[src/rtl/pri_arb_pkg.sv]
// Shared definitions for the priority encoder/arbiter family:
// FSM state encoding and arbitration mode constants.
package pri_arb_pkg;

    typedef enum logic {
        ST_IDLE  = 1'b0,
        ST_GRANT = 1'b1
    } state_e;

    typedef enum logic {
        MODE_FIXED = 1'b0,
        MODE_RR    = 1'b1
    } mode_e;

endpackage

[src/rtl/pri_encoder_arb_if.sv]
// Request/grant bundle between requesters/consumer (master) and the
// arbiter (slave).
interface pri_encoder_arb_if #(
    parameter int N_CH  = 8,
    parameter int IDX_W = $clog2(N_CH)
);
    logic [N_CH-1:0]  iReq;
    logic             iMode;
    logic             iAck;
    logic             oValid;
    logic [IDX_W-1:0] oIdx;
    logic [N_CH-1:0]  oGrant;
    logic             oBusy;

    modport master (
        output iReq, iMode, iAck,
        input  oValid, oIdx, oGrant, oBusy
    );

    modport slave (
        input  iReq, iMode, iAck,
        output oValid, oIdx, oGrant, oBusy
    );
endinterface

[src/rtl/pri_pick.sv]
// Combinational winner selection: lowest set request in fixed mode, or the
// first set request at/after ptr (wrapping at N_CH-1) in round-robin mode.
module pri_pick
    import pri_arb_pkg::*;
#(
    parameter int N_CH  = 8,
    parameter int IDX_W = $clog2(N_CH)
) (
    input  logic [N_CH-1:0]  req,
    input  logic [IDX_W-1:0] ptr,
    input  mode_e            mode,
    output logic             any,
    output logic [IDX_W-1:0] idx
);

    always_comb begin
        // NOTE: defaults first so every path assigns any/idx and no latch is inferred.
        any = 1'b0;
        idx = '0;
        // Walk offsets from the far end down so the nearest hit is written last.
        for (int k = N_CH - 1; k >= 0; k--) begin
            int c;
            c = ((mode == MODE_RR) ? int'(ptr) : 0) + k;
            if (c >= N_CH) c = c - N_CH;
            if (req[c]) begin
                any = 1'b1;
                idx = IDX_W'(c);
            end
        end
    end

endmodule

[src/rtl/pri_encoder_arb.sv]
// Registered priority encoder/arbiter: grants one requester, holds the grant
// until acknowledged, and re-arbitrates on the ack edge without a bubble.
module pri_encoder_arb
    import pri_arb_pkg::*;
#(
    parameter int N_CH  = 8,
    parameter int IDX_W = $clog2(N_CH)
) (
    input  logic              iClk,
    input  logic              iRst_n,
    pri_encoder_arb_if.slave  bus
);

    state_e            r_state;
    logic              r_valid;
    logic [IDX_W-1:0]  r_idx;
    logic [N_CH-1:0]   r_grant;
    logic [IDX_W-1:0]  r_ptr;

    mode_e             w_mode;
    logic [IDX_W-1:0]  w_ptr_next;
    logic [IDX_W-1:0]  w_ptr_sel;
    logic              w_any;
    logic [IDX_W-1:0]  w_idx;
    logic [N_CH-1:0]   w_grant;

    assign w_mode     = mode_e'(bus.iMode);
    assign w_ptr_next = (r_idx == IDX_W'(N_CH - 1)) ? '0 : r_idx + IDX_W'(1);
    // On an ack edge the pick must already see the advanced pointer.
    assign w_ptr_sel  = (r_state == ST_GRANT) ? w_ptr_next : r_ptr;
    assign w_grant    = N_CH'(1) << w_idx;

    pri_pick #(
        .N_CH  (N_CH),
        .IDX_W (IDX_W)
    ) u_pick (
        .req  (bus.iReq),
        .ptr  (w_ptr_sel),
        .mode (w_mode),
        .any  (w_any),
        .idx  (w_idx)
    );

    always_ff @(posedge iClk or negedge iRst_n) begin
        if (!iRst_n) begin
            r_state <= ST_IDLE;
            r_valid <= 1'b0;
            r_idx   <= '0;
            r_grant <= '0;
            r_ptr   <= '0;
        end else begin
            // NOTE: non-blocking assignments keep every register reading pre-edge values.
            case (r_state)
                ST_IDLE: begin
                    if (w_any) begin
                        r_state <= ST_GRANT;
                        r_valid <= 1'b1;
                        r_idx   <= w_idx;
                        r_grant <= w_grant;
                    end
                end
                ST_GRANT: begin
                    if (bus.iAck) begin
                        r_ptr <= w_ptr_next;
                        if (w_any) begin
                            r_idx   <= w_idx;
                            r_grant <= w_grant;
                        end else begin
                            r_state <= ST_IDLE;
                            r_valid <= 1'b0;
                            r_grant <= '0;
                        end
                    end
                end
                default: begin
                    r_state <= ST_IDLE;
                    r_valid <= 1'b0;
                    r_grant <= '0;
                end
            endcase
        end
    end

    assign bus.oValid = r_valid;
    assign bus.oIdx   = r_idx;
    assign bus.oGrant = r_grant;
    assign bus.oBusy  = (r_state == ST_GRANT);

endmodule

[src/flat_wrapper.sv]
// flat-port wrapper written by rule: the top's interface ports become plain ports
module pri_encoder_arb_flat import pri_arb_pkg::*;
#(
    parameter int N_CH  = 8,
    parameter int IDX_W = $clog2(N_CH)
)
  (iClk, iRst_n, bus_iReq, bus_iMode, bus_iAck, bus_oValid, bus_oIdx, bus_oGrant, bus_oBusy);
  pri_encoder_arb_if #(.N_CH(N_CH), .IDX_W(IDX_W)) bus_i ();
  input  logic iClk;
  input  logic iRst_n;
  input wire logic [$bits(bus_i.iReq)-1:0] bus_iReq;
  input wire logic [$bits(bus_i.iMode)-1:0] bus_iMode;
  input wire logic [$bits(bus_i.iAck)-1:0] bus_iAck;
  output wire logic [$bits(bus_i.oValid)-1:0] bus_oValid;
  output wire logic [$bits(bus_i.oIdx)-1:0] bus_oIdx;
  output wire logic [$bits(bus_i.oGrant)-1:0] bus_oGrant;
  output wire logic [$bits(bus_i.oBusy)-1:0] bus_oBusy;
  assign bus_i.iReq = bus_iReq;
  assign bus_i.iMode = bus_iMode;
  assign bus_i.iAck = bus_iAck;
  assign bus_oValid = bus_i.oValid;
  assign bus_oIdx = bus_i.oIdx;
  assign bus_oGrant = bus_i.oGrant;
  assign bus_oBusy = bus_i.oBusy;
  pri_encoder_arb #(.N_CH(N_CH), .IDX_W(IDX_W)) u_core (.iClk(iClk), .iRst_n(iRst_n), .bus(bus_i));
endmodule
[config.mk]
export PLATFORM = sky130hd
export DESIGN_NAME = pri_encoder_arb_flat
export DESIGN_NICKNAME = d
export VERILOG_FILES = /design/src/rtl/pri_arb_pkg.sv /design/src/rtl/pri_encoder_arb_if.sv /design/src/rtl/pri_pick.sv /design/src/rtl/pri_encoder_arb.sv /design/src/flat_wrapper.sv
export SDC_FILE = /design/constraint.sdc
export NUM_CORES = 1
export LEC_CHECK = 0
export ABC_CLOCK_PERIOD_IN_PS = 4600
export BUFFER_PORTS_ARGS = -buffer_cell sky130_fd_sc_hd__buf_2
export CAP_MARGIN = 10
export CORE_MARGIN = 8
export CORE_UTILIZATION = 57
export DETAILED_ROUTE_END_ITERATION = 12
export HOLD_SLACK_MARGIN = 0.1
export PLACE_DENSITY = 0.85
export SYNTH_ARGS = -nofsm -noshare
export SYNTH_HDL_FRONTEND = slang
export SYNTH_SLANG_ARGS = --single-unit
[constraint.sdc]
create_clock -name iClk -period 4.6 [get_ports iClk]
set_input_delay 1.38 -clock iClk [delete_from_list [all_inputs] [get_ports iClk]]
set_output_delay 1.38 -clock iClk [all_outputs]
set_load 0.02 [all_outputs]
== Word level (Yosys, flattened, before mapping) ==
Cells that the tools add are included.

* Add/sub/neg operators: 16
* Order comparisons: 16
* Equality and inequality tests: 4
* Shift operators: 1
* Multiplexer cells: 65
* Bitwise gates (word level): 1
* Reduce and logical (&&, ||, !) cells: 3

{| class="wikitable"
|+ Operators by type and width
! kind !! number
|-
| $lt A32 B5 Y1 const B || 8
|-
| $mux W32 || 8
|-
| $ge A32 B5 Y1 const B || 7
|-
| $sub A32 B5 Y32 const B || 7
|-
| $add A32 B4 Y32 const B || 4
|-
| $add A32 B3 Y32 const B || 2
|-
| $mux W3 || 13
|-
| $add A32 B2 Y32 const B || 1
|-
| $mux W1 || 29
|-
| $bmux W1 S3 || 8
|-
| $mux W8 || 3
|-
| $pmux W8 S2 || 1
|-
| $shl A1 B3 Y8 const A || 1
|-
| $ne A2 B2 Y1 const B || 3
|-
| $pmux W3 S2 || 1
|-
| $sub A3 B4 Y5 const B || 1
|-
| $ge A3 B4 Y1 const B || 1
|-
| $pmux W1 S2 || 2
|-
| $reduce_and A2 Y1 || 2
|-
| $add A3 B1 Y3 const B || 1
|-
| $eq A3 B3 Y1 const B || 1
|-
| $reduce_and A3 Y1 || 1
|-
| $not A1 Y1 || 1
|}

* Flip-flop bits (word level): 16
* Output and inout bits: 13
* Word-level logic and storage cells: 111

== Logic depth before layout (Yosys ltp) ==
* Depth after elaboration: 22
* Gate-level depth with buffers: 14
* Gate-level depth less buffers: 13

== Modules after synthesis ==
Synthesis repeated with hierarchy kept, for this count alone.

* Cells, all modules: 190
* Area total of the unflattened synthesis: 1,821.7 um2

{| class="wikitable"
|+ By module, submodules not included
! module !! times used !! cells an instance !! area each (um2)
|-
| pri_pick || 1 || 137 || 1,096.1
|-
| pri_encoder_arb || 1 || 53 || 725.7
|}

== Worst setup path before layout ==
OpenSTA, ideal clock, no wires.

* Kind: input to register
* From: input bus_iMode
* To: register u_core.r_grant[1], in the netlist u_core.bus.oGrant[1]
* Setup time: 0.121 ns
* Data arrival time: 4.496 ns
* Required time: 4.479 ns
* Path slack: -0.017 ns
* Stages on the path: 13
* Buffers on the path: 4
* Path through: clkbuf_1 > clkbuf_1 > nand2_1 > clkbuf_1 > ha_1 > clkbuf_1 > mux4_2 > mux2_4 > a21oi_2 > a31oi_1 > a211oi_2 > mux2_2 > a22o_1

* Cells in the longest elaborated chain, start to end: 19
* Elaborated cells on any way between the ends: 79
* Those cells by class: 15 x add/sub; 8 x order compare; 1 x eq/ne; 1 x shift; 53 x mux; 1 x reduce/logical

{| class="wikitable"
|+ RTL lines
! item !! line !! text
|-
| start: declaration || flat_wrapper.sv:12 || <nowiki>input wire logic [$bits(bus_i.iMode)-1:0] bus_iMode;</nowiki>
|-
| $mux W3 * || pri_pick.sv:23 || <nowiki>c = ((mode == MODE_RR) ? int'(ptr) : 0) + k;</nowiki>
|-
| $add A32 B4 Y32 || pri_pick.sv:23 ||
|-
| $sub A32 B5 Y32 / $ge A32 B5 Y1 (equally long branches) || pri_pick.sv:24 || <nowiki>if (c >= N_CH) c = c - N_CH;</nowiki>
|-
| $mux W32 || pri_pick.sv:24 ||
|-
| $bmux W1 S3 || pri_pick.sv:25 || <nowiki>if (req[c]) begin</nowiki>
|-
| $mux W1 (implied by the code) (2 in a row) || pri_pick.sv:25 ||
|-
| $mux W3 (8 in a row) || pri_pick.sv:25 ||
|-
| $shl A1 B3 Y8 || pri_encoder_arb.sv:31 || <nowiki>assign w_grant = N_CH'(1) << w_idx;</nowiki>
|-
| $mux W8 || pri_encoder_arb.sv:65 || <nowiki>if (w_any) begin</nowiki>
|-
| $mux W8 || pri_encoder_arb.sv:63 || <nowiki>if (bus.iAck) begin</nowiki>
|-
| $pmux W8 S2 || pri_encoder_arb.sv:53 || <nowiki>case (r_state)</nowiki>
|-
| end signal: assignment || pri_encoder_arb.sv:59 || <nowiki>r_grant <= w_grant;</nowiki>
|-
| end signal: assignment || pri_encoder_arb.sv:67 || <nowiki>r_grant <= w_grant;</nowiki>
|-
| end: declaration || pri_encoder_arb.sv:17 || <nowiki>logic [N_CH-1:0] r_grant;</nowiki>
|}

Every way passes the cells marked *; elsewhere a longest branch is shown, timed or not. The select of a mux whose other input is x is not followed.
A chain may end at the register's enable or synchronous reset.

== Final worst setup path ==
* From: register u_core.r_idx[0], in the netlist u_core.bus.oIdx[0]
* To: register u_core.r_grant[2], in the netlist u_core.bus.oGrant[2]

* Cells in the longest elaborated chain, start to end: 22
* Elaborated cells on any way between the ends: 83
* Those cells by class: 16 x add/sub; 8 x order compare; 2 x eq/ne; 1 x shift; 55 x mux; 1 x reduce/logical

{| class="wikitable"
|+ RTL lines
! item !! line !! text
|-
| start: declaration || pri_encoder_arb.sv:16 || <nowiki>logic [IDX_W-1:0] r_idx;</nowiki>
|-
| start signal: assignment || pri_encoder_arb.sv:58 || <nowiki>r_idx <= w_idx;</nowiki>
|-
| start signal: assignment || pri_encoder_arb.sv:66 || <nowiki>r_idx <= w_idx;</nowiki>
|-
| $add A3 B1 Y3 / $eq A3 B3 Y1 (equally long branches) || pri_encoder_arb.sv:28 || <nowiki>assign w_ptr_next = (r_idx == IDX_W'(N_CH - 1)) ? '0 : r_idx + IDX_W'(1);</nowiki>
|-
| $mux W3 * || pri_encoder_arb.sv:28 ||
|-
| $mux W3 * || pri_encoder_arb.sv:30 || <nowiki>assign w_ptr_sel = (r_state == ST_GRANT) ? w_ptr_next : r_ptr;</nowiki>
|-
| $mux W3 * || pri_pick.sv:23 ||
|-
| $add A32 B4 Y32 || pri_pick.sv:23 ||
|-
| $sub A32 B5 Y32 / $ge A32 B5 Y1 (equally long branches) || pri_pick.sv:24 ||
|-
| $mux W32 || pri_pick.sv:24 ||
|-
| $bmux W1 S3 || pri_pick.sv:25 ||
|-
| $mux W1 (implied by the code) (2 in a row) || pri_pick.sv:25 ||
|-
| $mux W3 (8 in a row) || pri_pick.sv:25 ||
|-
| $shl A1 B3 Y8 || pri_encoder_arb.sv:31 ||
|-
| $mux W8 || pri_encoder_arb.sv:65 ||
|-
| $mux W8 || pri_encoder_arb.sv:63 ||
|-
| $pmux W8 S2 || pri_encoder_arb.sv:53 ||
|}

Marks and branches as above.

==> results by stage <==
Status:
- The run finished with clean final reports.

Timing:
- In the finished design, the share of the clock period the worst path needs comes to 0.8835.
- Setup violations remaining at the end of the flow were counted as 0.
- The worst pin sits at a relative slew slack of 0.5926.
- The count of pins over their slew limit is 0.
- Setup repair after global routing left no endpoint under its margin.
- The fmax is 246.0 MHz.
- The pin slew with the least headroom to its limit is 0.6098 ns.
- Setup total negative slack on the finished layout was measured at 0 ns.
- The maximum clock skew at final layout is 0.003087 ns.
- The count of final hold-check violations was 0.
- Across all hold checks on the routed design, the worst slack comes to 0.4883 ns.
- The minimum period implied by the final worst setup slack is 4.064 ns.

Synth:
- The synthesized design spends more area on one cell type than any other, namely sky130_fd_sc_hd__dfrtp_1.
- Yosys mapped the design onto 59 distinct sky130hd cell types.
- The sequential cell area fraction in the yosys report is 0.2430.
- After synthesis, the cell types taking the most area are sky130_fd_sc_hd__dfrtp_1 (24%), sky130_fd_sc_hd__nand2_1 (5.7%), sky130_fd_sc_hd__mux4_2 (5.5%).
- The most common cell in the synthesized netlist is sky130_fd_sc_hd__nand2_1.
- The synthesized netlist cell count is 186.
- For this run, the number of Yosys warnings is 0.
- After synthesis the netlist holds a flip-flop and latch count of 16.
- Of the post-synthesis cell area, the dominant cell type holds 0.2430.
- The mean post-synth cell area is 8.859 um2.
- The number of nets produced by synthesis is 202.
- After synthesis the cells add up to 1648 um2.
- After synthesis, the most frequently instantiated cells are sky130_fd_sc_hd__nand2_1 (25), sky130_fd_sc_hd__dfrtp_1 (16), sky130_fd_sc_hd__a21oi_1 (9), sky130_fd_sc_hd__nor2_1 (9), sky130_fd_sc_hd__o21ai_0 (8).
- The most used flip-flop cell after synthesis is sky130_fd_sc_hd__dfrtp_1.
- Yosys mapped a number of flops with a built-in enable equal to 0.
- Counting flops with an async set or reset pin after synthesis yields a share of 1.000.

Die:
- The core area is 2758 um2.
- The starting utilization of the core area is 0.5975.
- The horizontal die dimension is 69.77 um.
- The die height is 69.77 um.
- The overall die area is 4867 um2.
- In this run the count of I/O pins placed on the die edge is 25.
- The number of placement rows is 19.

Finish:
- Relative to the synthesized area, the layout overhead comes to 10.78%.
- The ratio of cells with drive above 1 in the final layout is 0.2584.
- The count of inserted antenna diode cells is 0.
- The net count reported at finish is 226.
- The cell area after layout is 1826 um2.

Critical path:
- The worst flop-to-flop path endpoint is u_core.bus.oGrant[2].
- In this design, the critical path's most frequently occurring cell is sky130_fd_sc_hd__ha_1.
- The timing endpoint of the critical path is u_core.bus.oGrant[2].
- The largest individual stage delay along the critical path comes from the cell sky130_fd_sc_hd__ha_1.
- Counting cells, the worst reg-to-reg path comes to 12.
- The number of buffer and inverter stages on the critical path is 0.
- The required time of the worst setup path is 4.82 ns.
- The count of cell instances traversed by the critical path is 12.
- Along the worst path, the maximum fanout reaches 9.
- The kind of cell adding the most delay to the critical path is multiplexers.
- The kind of end point of the critical path is a flip-flop.
- In this design, the stage delay of the slowest critical-path cell is 0.50 ns.
- In this run the register-to-register setup slack is 0.54 ns.
- The nature of the critical path startpoint is a flip-flop.
- The critical path starts at u_core.bus.oIdx[0].
- Data on the critical path arrives at its endpoint at 4.28 ns.
- The signal on the critical path passes through ha_1, ha_1, nor3b_4, o21ai_4, ha_1, mux4_2, mux2_4, a21oi_2, a31oi_1, a211oi_2, mux2i_1, a22o_1.
- The category of the critical setup timing path is flip-flop to flip-flop.
- The startpoint identified for the worst register-to-register timing path is u_core.bus.oIdx[0].

Clock tree:
- Clock tree synthesis inserted a total of 3 buffers.
- Clock-pin slew was measured on the worst setup and hold paths at 0.09 ns.
- The TritonCTS clock tree is done.
- The clock reaches the later pin of the worst-skew pair after 0.28 ns.
- Once the clock tree was built, the resizer swapped 0 gates to a different size.
- The maximum root-to-sink buffer count is 2.
- The root cell of the clock tree is sky130_fd_sc_hd__clkbuf_4.
- The number of buffers inserted to repair setup after CTS is 0.
- The number of sinks on the clock net is 16.
- The count of H-tree levels built during CTS is 1.
- In this run, post-CTS hold repair placed 0 buffers.

Placed design:
- Routability-driven placement finished with a final weighted congestion of 0.9475.
- The placed instances occupy a cell area of 1789 um2.
- The number of port buffers is 24.
- The HPWL after detailed placement is 3.465 mm.

Global route:
- The number of antenna violations at the first check in global routing is 0.
- The global-route usage over all layers is 0.1712.
- The via count of the first global-routing pass is 1511.
- Entering global routing, the biggest net connects 18 pins.
- After global routing the overflow that remains totals 0.
- The wire length of the first global-routing pass is 7.279 mm.

Detailed routing:
- For this block, the via count after detailed routing is 1632.
- The iteration count of the initial detailed-routing pass is 4.
- The final layout contains routed wiring with a total length of 4.450 mm.
- In the final routed layout, each cell accounts on average for 18.54 um.
- Dividing the detail-routed via count by the number of cells gives 6.800.
- The post-detailed-route count of antenna-violating nets is 0.
- In this run, the number of DRC markers left after iteration 0 of detailed routing was 157.
- In the routed design, unresolved DRC markers number 0.

Min path:
- In this run the worst hold path is classified as flip-flop to flip-flop.

Power:
- For this design the static power due to leakage is 0.8032 nW.
- The total chip power is 1.297 mW.
- The worst-case IR drop observed on VDD is 0.0005348 V.
- For this design the ratio of total power to cell area is 710.6 nW/um2.

Flow run:
- Across the run, the number of max-cap violations was 0.
==> cell families after synthesis <==
group / Yosys count / share of synthesized area
AOI/OAI and AO/OA: 70 / 0.3166
muxes: 19 / 0.1632
and+or+nand+nor: 59 / 0.1891
xor gates and xnor gates: 3 / 0.01595
adders and majority gates: 4 / 0.03037
buffers and inverters: 15 / 0.04176
DFF: 16 / 0.2430
==> cell usage in the layout (no fill, tap or decap), types with 2 or more instances in the layout <==
cell / count
sky130_fd_sc_hd__nand2_1: 25
sky130_fd_sc_hd__buf_2: 24
sky130_fd_sc_hd__dfrtp_1: 16
sky130_fd_sc_hd__nor2_1: 9
sky130_fd_sc_hd__a21oi_1: 9
sky130_fd_sc_hd__o21ai_0: 8
sky130_fd_sc_hd__mux2_2: 6
sky130_fd_sc_hd__mux2i_1: 6
sky130_fd_sc_hd__o21ai_1: 6
sky130_fd_sc_hd__inv_1: 5
sky130_fd_sc_hd__a211oi_1: 5
sky130_fd_sc_hd__a22o_1: 5
sky130_fd_sc_hd__mux4_2: 4
sky130_fd_sc_hd__nand2b_1: 4
sky130_fd_sc_hd__and3_1: 4
sky130_fd_sc_hd__o31ai_1: 4
sky130_fd_sc_hd__ha_1: 4
sky130_fd_sc_hd__nor2b_1: 3
sky130_fd_sc_hd__a31oi_1: 3
sky130_fd_sc_hd__nand3_1: 3
sky130_fd_sc_hd__xnor2_1: 3
sky130_fd_sc_hd__a21boi_0: 3
sky130_fd_sc_hd__a221o_1: 3
sky130_fd_sc_hd__clkbuf_4: 3
sky130_fd_sc_hd__buf_4: 3
sky130_fd_sc_hd__and2_1: 2
sky130_fd_sc_hd__a31o_2: 2
sky130_fd_sc_hd__o221ai_1: 2
sky130_fd_sc_hd__o32ai_1: 2
sky130_fd_sc_hd__a211o_1: 2
sky130_fd_sc_hd__o211ai_1: 2
sky130_fd_sc_hd__nor3_1: 2
==> worst reg2reg max path: cells and delay by family (launching register included) <==
kind / cells / cell delay, ns
AO/OA/AOI/OAI: 5 / 0.90
adder cells (fa/ha/maj): 3 / 0.99
flip-flops: 1 / 0.48
multiplexers: 3 / 1.22
AND/OR/NAND/NOR: 1 / 0.40
==> how the worst min path moves through the flow <==
stage	from	endpoint	slack [ns]	cells past startpoint
2_1_floorplan	u_core.r_ptr[0]	u_core.r_ptr[0]	0.46	2
3_3_place_gp	u_core.bus.oGrant[5]	u_core.bus.oGrant[5]	0.47	2
3_5_place_dp	u_core.bus.oGrant[5]	u_core.bus.oGrant[5]	0.47	2
4_1_cts	u_core.bus.oGrant[5]	u_core.bus.oGrant[5]	0.49	2
5_1_grt	u_core.bus.oGrant[5]	u_core.bus.oGrant[5]	0.52	2
6_report	u_core.bus.oGrant[5]	u_core.bus.oGrant[5]	0.49	2
==> layout make-up <==
class,count,area [um2]
inverter,7,28.78
multi-input combinational,155,1179
clock buffer,4,36.28
fill,236,932.1
timing repair buffer,27,142.6
sequential,16,400.4
tap,31,38.79
==> per-layer routing <==
metal | track usage | vias up | part of all wire
li1 | - | 772 | -
met1 | 0.2303 | 772 | 0.41
met2 | 0.2792 | 84 | 0.49
met3 | 0.02289 | 4 | 0.088
met4 | 0.04018 | 0 | 0.0081
met5 | 0 | - | 0
==> where the power goes <==
| part | switching [mW] | leakage, nW | total, mW | internal [mW] |
|---|---|---|---|---|
| logic | 0.570 | 0.581 | 0.977 | 0.407 |
| registers | 0.0386 | 0.201 | 0.231 | 0.192 |
| clock network | 0.0416 | 0.0210 | 0.0897 | 0.0481 |
==> flip-flops by register name, summed over array words and instances (netlist names) <==
| name | count |
|---|---|
| u_core.bus.oBusy | 1 |
| u_core.bus.oGrant | 8 |
| u_core.bus.oIdx | 3 |
| u_core.bus.oValid | 1 |
| u_core.r_ptr | 3 |
==> per-stage QoR <==
stage | util | worst slack, ns | instances
6_report | 0.6620 | 0.5357 | 240
5_1_grt | 0.6620 | 0.3427 | 240
4_1_cts | 0.6620 | 0.6217 | 240
3_5_place_dp | 0.6488 | 0.3500 | 236
3_3_place_gp | 0.6488 | 0.4733 | 236
2_1_floorplan | - | 0.06690 | 186
No activity file was read; power rests on OpenSTA's default activity.
